$ cat src/rtl/jk_ff_bank.sv
// Bank of WIDTH independent JK flip-flops emulating TTL 7476/74112 behaviour
// inside a single system clock domain, with a per-channel change strobe.
module jk_ff_bank #(
   parameter int WIDTH   = 2,
   parameter int MODE    = 0,
   parameter int RESET_Q = 0
) (
   input  logic             clk,
   input  logic             rst,
   input  logic [WIDTH-1:0] cp,
   input  logic [WIDTH-1:0] j,
   input  logic [WIDTH-1:0] k,
   input  logic [WIDTH-1:0] pre_n,
   input  logic [WIDTH-1:0] clr_n,
   output logic [WIDTH-1:0] q,
   output logic [WIDTH-1:0] q_n,
   output logic [WIDTH-1:0] q_chg
);

   localparam logic RST_BIT = (RESET_Q != 0);

   logic [WIDTH-1:0] m;
   logic [WIDTH-1:0] cp_d;
   logic [WIDTH-1:0] rise;
   logic [WIDTH-1:0] fall;
   logic [WIDTH-1:0] q_next;
   logic [WIDTH-1:0] qn_next;
   logic [WIDTH-1:0] m_next;

   assign rise = cp & ~cp_d;
   assign fall = ~cp & cp_d;

   // Asynchronous-style preset/clear levels win over any clock action; with both
   // low the outputs sit in the TTL both-high state until released.
   always_comb begin
      q_next  = q;
      qn_next = q_n;
      m_next  = m;
      for (int i = 0; i < WIDTH; i++) begin
         if (!pre_n[i] || !clr_n[i]) begin
            q_next[i]  = ~pre_n[i];
            qn_next[i] = ~clr_n[i];
            m_next[i]  = ~pre_n[i];
         end else begin
            qn_next[i] = ~q[i];
            if (MODE == 0) begin
               if (rise[i]) begin
                  m_next[i] = q[i];
               end
               // Ones catching: J is only heard while q=0 and K while q=1, so
               // once the master departs from q nothing can pull it back.
               if (cp[i]) begin
                  if (!q[i] && j[i]) begin
                     m_next[i] = 1'b1;
                  end else if (q[i] && k[i]) begin
                     m_next[i] = 1'b0;
                  end
               end
               if (fall[i]) begin
                  q_next[i]  = m[i];
                  qn_next[i] = ~m[i];
               end
            end else begin
               if (fall[i]) begin
                  case ({j[i], k[i]})
                     2'b01:   q_next[i] = 1'b0;
                     2'b10:   q_next[i] = 1'b1;
                     2'b11:   q_next[i] = ~q[i];
                     default: q_next[i] = q[i];
                  endcase
                  qn_next[i] = ~q_next[i];
               end
               m_next[i] = q_next[i];
            end
         end
      end
   end

   always_ff @(posedge clk) begin
      if (rst) begin
         q     <= {WIDTH{RST_BIT}};
         q_n   <= {WIDTH{~RST_BIT}};
         m     <= {WIDTH{RST_BIT}};
         cp_d  <= '0;
         q_chg <= '0;
      end else begin
         q     <= q_next;
         q_n   <= qn_next;
         m     <= m_next;
         cp_d  <= cp;
         q_chg <= q_next ^ q;
      end
   end

endmodule

$ cat config.mk
export PLATFORM = sky130hd
export DESIGN_NAME = jk_ff_bank
export DESIGN_NICKNAME = d
export VERILOG_FILES = /design/src/rtl/jk_ff_bank.sv
export SDC_FILE = /design/constraint.sdc
export NUM_CORES = 1
export LEC_CHECK = 0
export CELL_PAD_IN_SITES_DETAIL_PLACEMENT = 0
export CELL_PAD_IN_SITES_GLOBAL_PLACEMENT = 2
export CORE_AREA = 3 3 48 50
export CTS_CLUSTER_SIZE = 24
export DETAILED_ROUTE_END_ITERATION = 6
export DIE_AREA = 0 0 51 53
export MAX_ROUTING_LAYER = met4
export PLACE_DENSITY = 0.84
export SETUP_SLACK_MARGIN = 0.3
export SYNTH_ARGS = -nofsm -noshare
export SYNTH_HDL_FRONTEND = slang
export SYNTH_SLANG_ARGS = --single-unit
$ cat constraint.sdc
create_clock -name clk -period 2.73 [get_ports clk]
set_input_delay 0.546 -clock clk [delete_from_list [all_inputs] [get_ports clk]]
set_output_delay 0.546 -clock clk [all_outputs]
set_load 0.05 [all_outputs]
==> results of run 1 <==
[layer usage]
layer	GRT usage (%)	wire, um	vias to the layer above
met5	-	0	-
met3	3.94	80	0
met2	13.5	427	14
met1	9.48	431	189
met4	6.73	0	0
li1	-	-	229
[layout make-up]
| cell class | count | area [sq um] | share of cell area (%) |
|---|---|---|---|
| tap | 27 | 33.8 | 4.94 |
| sequential | 10 | 200 | 29.3 |
| clock buffer | 4 | 36.3 | 5.30 |
| multi-input combinational | 40 | 244 | 35.6 |
| timing repair buffer | 17 | 170 | 24.9 |
[where the power goes]
part           leakage [nW]  switching [W]  internal [W]  total (W)
registers            0.0833     0.00000851      0.000155   0.000164
clock network        0.0210      0.0000504     0.0000809   0.000131
logic                 0.147      0.0000402     0.0000371  0.0000773
[per-stage QoR]
step	setup slack, ns	std cells	utilization, %	total power [W]	area [sq um]
after global routing	0.545	98	35.2	0.000398	684
final	0.638	98	35.2	0.000372	684
after global placement	0.918	94	33.4	0.000245	648
after detailed placement	0.926	94	33.4	0.000245	648
after floorplan	1.51	51	-	0.000209	448
after CTS	0.622	98	35.2	0.000380	684
[synthesized netlist by cell type (4+ instances only)]
library cell,instances
dfxtp_1,10
nand3b_1,4
nand3_1,4
nand2b_1,4
a21oi_1,7
[registers in the layout (all words and copies together) (netlist names)]
register / flops
cp_d: 2
m: 2
q: 2
q_chg: 2
q_n: 2
[kinds of logic (layout without fill, tap and decap cells)]
kind of cell,count (synthesis),in the layout,share of synthesized area [%]
simple gates,24,24,33.0
buf+inv,1,21,0.837
flops,10,10,44.7
mux,2,2,4.47
compound gates,14,14,17.0
[worst paths after layout]
kind                   startpoint             endpoint  slack [ns]  cells after the start
setup / recovery  q[0]$_SDFF_PP0_                 q[0]        0.64                      1
hold / removal    q[0]$_SDFF_PP0_  q_chg[0]$_SDFF_PP0_        0.65                      2
hold reg to reg   q[0]$_SDFF_PP0_  q_chg[0]$_SDFF_PP0_        0.65                      2
setup reg to reg  q[0]$_SDFF_PP0_      m[0]$_SDFF_PP0_        1.77                      4
==> qor.yml, run 1 <==
outcome:
  status: "complete, no violations"
finish:
  final_common_cell: "clkdlybuf4s50_1"
  area_delta_synth_final_pct: 52.8
  fillerInstances: 216
  num_antenna_cells: 0
  final_cell_mix: "17 x clkdlybuf4s50_1, 10 x dfxtp_1, 7 x a21oi_1"
  drive_above_1_share_pct: 9.86
  nets: 84
clocking:
  hold_buffers: 0
  cts_tree: "built"
  clock_sinks: 10
  htreeDepth: 1
  cts_made_buffers: 3
  cts-resized-gates: 0
  root_buffer: "clkbuf_4"
  post_cts_buffers: 0
  clockBufferDepth: 2
  clkSlewWorstSetupHoldPaths_ns: 0.07
  clock_latency_ns: 0.26
setup_path:
  cp_slowest_cell: "clkdlybuf4s50_1"
  crit_path_max_incr_delay_ns: 0.85
  setup.worst_path.start_class: "register"
  critPathKind: "register to primary output"
  worst_ep_required_time_ns: 2.18
  worstSetupEndpointType: "primary output"
  path_buf_inv: 1
  cp_max_fo: 7
  crit_chain: "clkdlybuf4s50_1"
  crit_arrival_ns: 1.55
  path_delay_family: "buffers and inverters"
logic_synthesis:
  yosys.area.top_type: "dfxtp_1"
  synth-edff-count: 0
  postSynthAreaPerCell_sq_um: 8.78
  synth.area.top_cells: "dfxtp_1 45%, a21oi_1 7.8%, nand3b_1 6.7%"
  async_flop_share_pct: 0
  synth_ff_type: "dfxtp_1"
  ys_seq_area_share_pct: 44.7
  synthDistinctLibCells: 17
  synth_area_sq_um: 448
  ys_ff_latch: 10
  synth_warnings: 0
  yosys.area.top_type_share_pct: 44.7
  syn-instance-count: 51
  syn-num-nets: 63
sta:
  setup_viol: 0
  period_needed_ns: 2.09
  rsz0062_at_grt: "false"
  fmax_mhz: 478
  hold_violations: 0
  fin_tns_setup_ns: 0
  finalCritPeriodShare_pct: 76.6
  slew_violations: 0
  max-slew-margin-rel_pct: 67.0
  worst_slew_pin_slew_ns: 0.494
  fin_skew_ns: 0.000734
  holdWs_ns: 0.647
placed_design:
  dp_hpwl_um: 717
  gp_congestion: 0.648
  port_buffers: 17
pwr:
  irDropWorstVdd_mv: 0.200
  leakage_nw: 0.251
  power.density_nw_per_um2: 544
floorplanning:
  num_io_pins: 18
  die-area_sq_um: 2700
  core_area_sq_um: 1940
  die_y_um: 53
  fp-row-count: 16
  die_w_um: 51
  start_util_pct: 23.1
detailed_routing:
  drtIter0Drc: 6
  wire_per_inst_um: 9.57
  drc: 0
  final_antenna_net_count: 0
  vias_per_cell: 4.41
  wirelength_um: 938
  via_count: 432
  dr.pass1.iters: 4
grt:
  grtUsageTotal_pct: 9.05
  grt_overflow: 0
  grt_pass1_vias: 417
  antenna_found_initial: 0
  grt_first_pass_wirelength_um: 1710
  grt_max_degree: 11
run:
  maxCapViolCount: 0
min_path:
  hp-class: "register to register"
Note: power is estimated with default switching activity, not from simulation.
==> run 2, diff against run 1 <==
Settings changed: CORE_AREA 3 3 48 50 to 3 3 50 52, DIE_AREA 0 0 51 53 to 0 0 53 55, PLACE_DENSITY 0.84 to 0.79.
Clock period 2.73 ns to 2 ns, I/O delays scaled along.
==> qor.yml, run 2 (synthesized netlist as in run 1, its figures left out) <==
detailed_routing:
  drc: 0  # unchanged
  via_count: 439  # was 432
  vias_per_cell: 4.48  # was 4.41
  drtIter0Drc: 4  # was 6
  wire_per_inst_um: 10.4  # was 9.57 um
  final_antenna_net_count: 0  # unchanged
  dr.pass1.iters: 4  # unchanged
  wirelength_um: 1020  # was 938 um
setup_path:
  path_buf_inv: 1  # unchanged
  path_delay_family: "buffers and inverters"  # unchanged
  reg2regPathDepth: 4  # unchanged
  worst_ep_required_time_ns: 1.60  # was 2.18 ns
  crit_path_max_incr_delay_ns: 0.56  # was 0.85 ns
  cp_max_fo: 7  # unchanged
  crit_chain: "dlygate4sd2_1"  # was clkdlybuf4s50_1
  timing.rr.end: "q[0]$_SDFF_PP0_"  # was m[0]$_SDFF_PP0_
  worstReg2RegStart: "cp_d[0]$_SDFF_PP0_"  # was q[0]$_SDFF_PP0_
  crit_arrival_ns: 1.23  # was 1.55 ns
  critPathKind: "register to primary output"  # unchanged
  worstSetupEndpointType: "primary output"  # unchanged
  setup.worst_path.start_class: "register"  # unchanged
  r2r_slack_ns: 1.03  # was 1.77 ns
  cp_slowest_cell: "dlygate4sd2_1"  # was clkdlybuf4s50_1
sta:
  hold_violations: 0  # unchanged
  finalCritPeriodShare_pct: 81.5
  layout_setup_ws_ns: 0.369  # was 0.638 ns
  period_needed_ns: 1.63
  fin_tns_setup_ns: 0  # unchanged
  worst_slew_pin_slew_ns: 0.487  # was 0.494 ns
  fin_skew_ns: 0.00426  # was 0.000734 ns
  slew_violations: 0  # unchanged
  rsz0062_at_grt: "false"  # unchanged
  fmax_mhz: 613
  max-slew-margin-rel_pct: 67.7  # was 67.0%
  setup_viol: 0  # unchanged
grt:
  grt_max_degree: 11  # unchanged
  grt_overflow: 0  # unchanged
  grt_first_pass_wirelength_um: 1680  # was 1710 um
  grt_pass1_vias: 432  # was 417
  antenna_found_initial: 0  # unchanged
  grtUsageTotal_pct: 8.07  # was 9.05%
clocking:
  clock_latency_ns: 0.25  # was 0.26 ns
  clock_sinks: 10  # unchanged
  cts-resized-gates: 5  # was 0
  clockBufferDepth: 2  # unchanged
  hold_buffers: 0  # unchanged
  post_cts_buffers: 0  # unchanged
  clkSlewWorstSetupHoldPaths_ns: 0.06  # was 0.07 ns
  htreeDepth: 1  # unchanged
  cts_tree: "built"  # unchanged
  cts_made_buffers: 3  # unchanged
  root_buffer: "clkbuf_4"  # unchanged
outcome:
  status: "complete, no violations"  # unchanged
min_path:
  hp-start: "q[1]$_SDFF_PP0_"  # was q[0]$_SDFF_PP0_
  hold_end: "q_chg[1]$_SDFF_PP0_"  # was q_chg[0]$_SDFF_PP0_
  hp-class: "register to register"  # unchanged
  hold_depth: 3  # was 2
floorplanning:
  die-area_sq_um: 2920  # was 2700 sq um
  start_util_pct: 20.9  # was 23.1%
  die_w_um: 53  # was 51 um
  fp-row-count: 17  # was 16
  die_y_um: 55  # was 53 um
  core_area_sq_um: 2150  # was 1940 sq um
  num_io_pins: 18  # unchanged
finish:
  num_antenna_cells: 0  # unchanged
  drive_above_1_share_pct: 10.0  # was 9.86%
  nets: 84  # unchanged
  final_cell_mix: "11 x clkdlybuf4s50_1, 10 x dfxtp_1, 7 x a21oi_1"  # was 17 x clkdlybuf4s50_1, 10 x dfxtp_1, 7 x a21oi_1
  fillerInstances: 231  # was 216
  final_common_cell: "clkdlybuf4s50_1"  # unchanged
  area_delta_synth_final_pct: 48.0  # was 52.8%
  fin_cells: 98  # unchanged
placed_design:
  dpl_worst_slack_ns: 0.340  # was 0.926 ns
  placedCellCount: 95  # was 94
  port_buffers: 17  # unchanged
  gp_congestion: 0.741  # was 0.648
  dp_hpwl_um: 764  # was 717 um
pwr:
  clkPwrFrac_pct: 28.5  # was 35.2%
  pwr-share-seq_pct: 49.2  # was 44.0%
  switching_share_pct: 28.0  # was 26.6%
  power.density_nw_per_um2: 685  # was 544 nW/um^2
  combPwrFrac_pct: 22.2  # was 20.8%
  irDropWorstVdd_mv: 0.216  # was 0.200 mV
  total_power_w: 0.000455  # was 0.000372 W
  intPower_w: 0.000327  # was 0.000273 W
  p_switching_w: 0.000127  # was 0.0000991 W
  leakage_nw: 0.253  # was 0.251 nW
run:
  maxCapViolCount: 0  # unchanged
-- run 2: cell count changes in the layout (fill, tap and decap cells not counted) --
cell,change
clkdlybuf4s50_1,-6
buf_4,+1
clkbuf_8,-1
dlygate4sd2_1,+5
-- run 2: worst max path at each step --
stage / from / endpoint / cells after the start
final: q[1]$_SDFF_PP0_ / q[1] / 1
after global routing: q[1]$_SDFF_PP0_ / q[1] / 1
after CTS: q[1]$_SDFF_PP0_ / q[1] / 1
after detailed placement: cp[1] / q[1]$_SDFF_PP0_ / 5
after global placement: cp[0] / q[0]$_SDFF_PP0_ / 5
after floorplan: q[0]$_SDFF_PP0_ / m[0]$_SDFF_PP0_ / 4
-- run 2: power groups by stage --
stage / sequential (W) / combinational (W) / clock [W]
after floorplan: 0.000253 / 0.0000327 / 0
after detailed placement: 0.000228 / 0.000106 / 0
after global routing: 0.000226 / 0.000110 / 0.000151
final: 0.000224 / 0.000101 / 0.000130
after CTS: 0.000224 / 0.000102 / 0.000139
after global placement: 0.000228 / 0.000106 / 0
-- run 2: layer usage --
metal / wire length [um] / GRT usage, % / vias to the layer above / part of all wire [%]
met3: 71 / 2.14 / 0 / 7.0
met1: 439 / 8.75 / 203 / 43
met2: 507 / 13.2 / 12 / 50
li1: - / - / 224 / -
met5: 0 / - / - / 0
met4: 0 / 5.11 / 0 / 0
-- run 2: stage by stage --
step	instance area (sq um)	hold slack, ns	utilization [%]
2_1_floorplan	448	0.479	-
3_3_place_gp	647	0.625	30.1
3_5_place_dp	647	0.625	30.1
4_1_cts	663	0.640	30.9
5_1_grt	663	0.670	30.9
6_report	663	0.636	30.9
-- run 2: cell type report --
cell class / instances / area (sq um) / share of cell area [%]
clock buffer: 3 / 22.5 / 3.40
sequential: 10 / 200 / 30.2
tap: 28 / 35.0 / 5.28
timing repair buffer: 17 / 161 / 24.3
multi-input combinational: 40 / 244 / 36.8
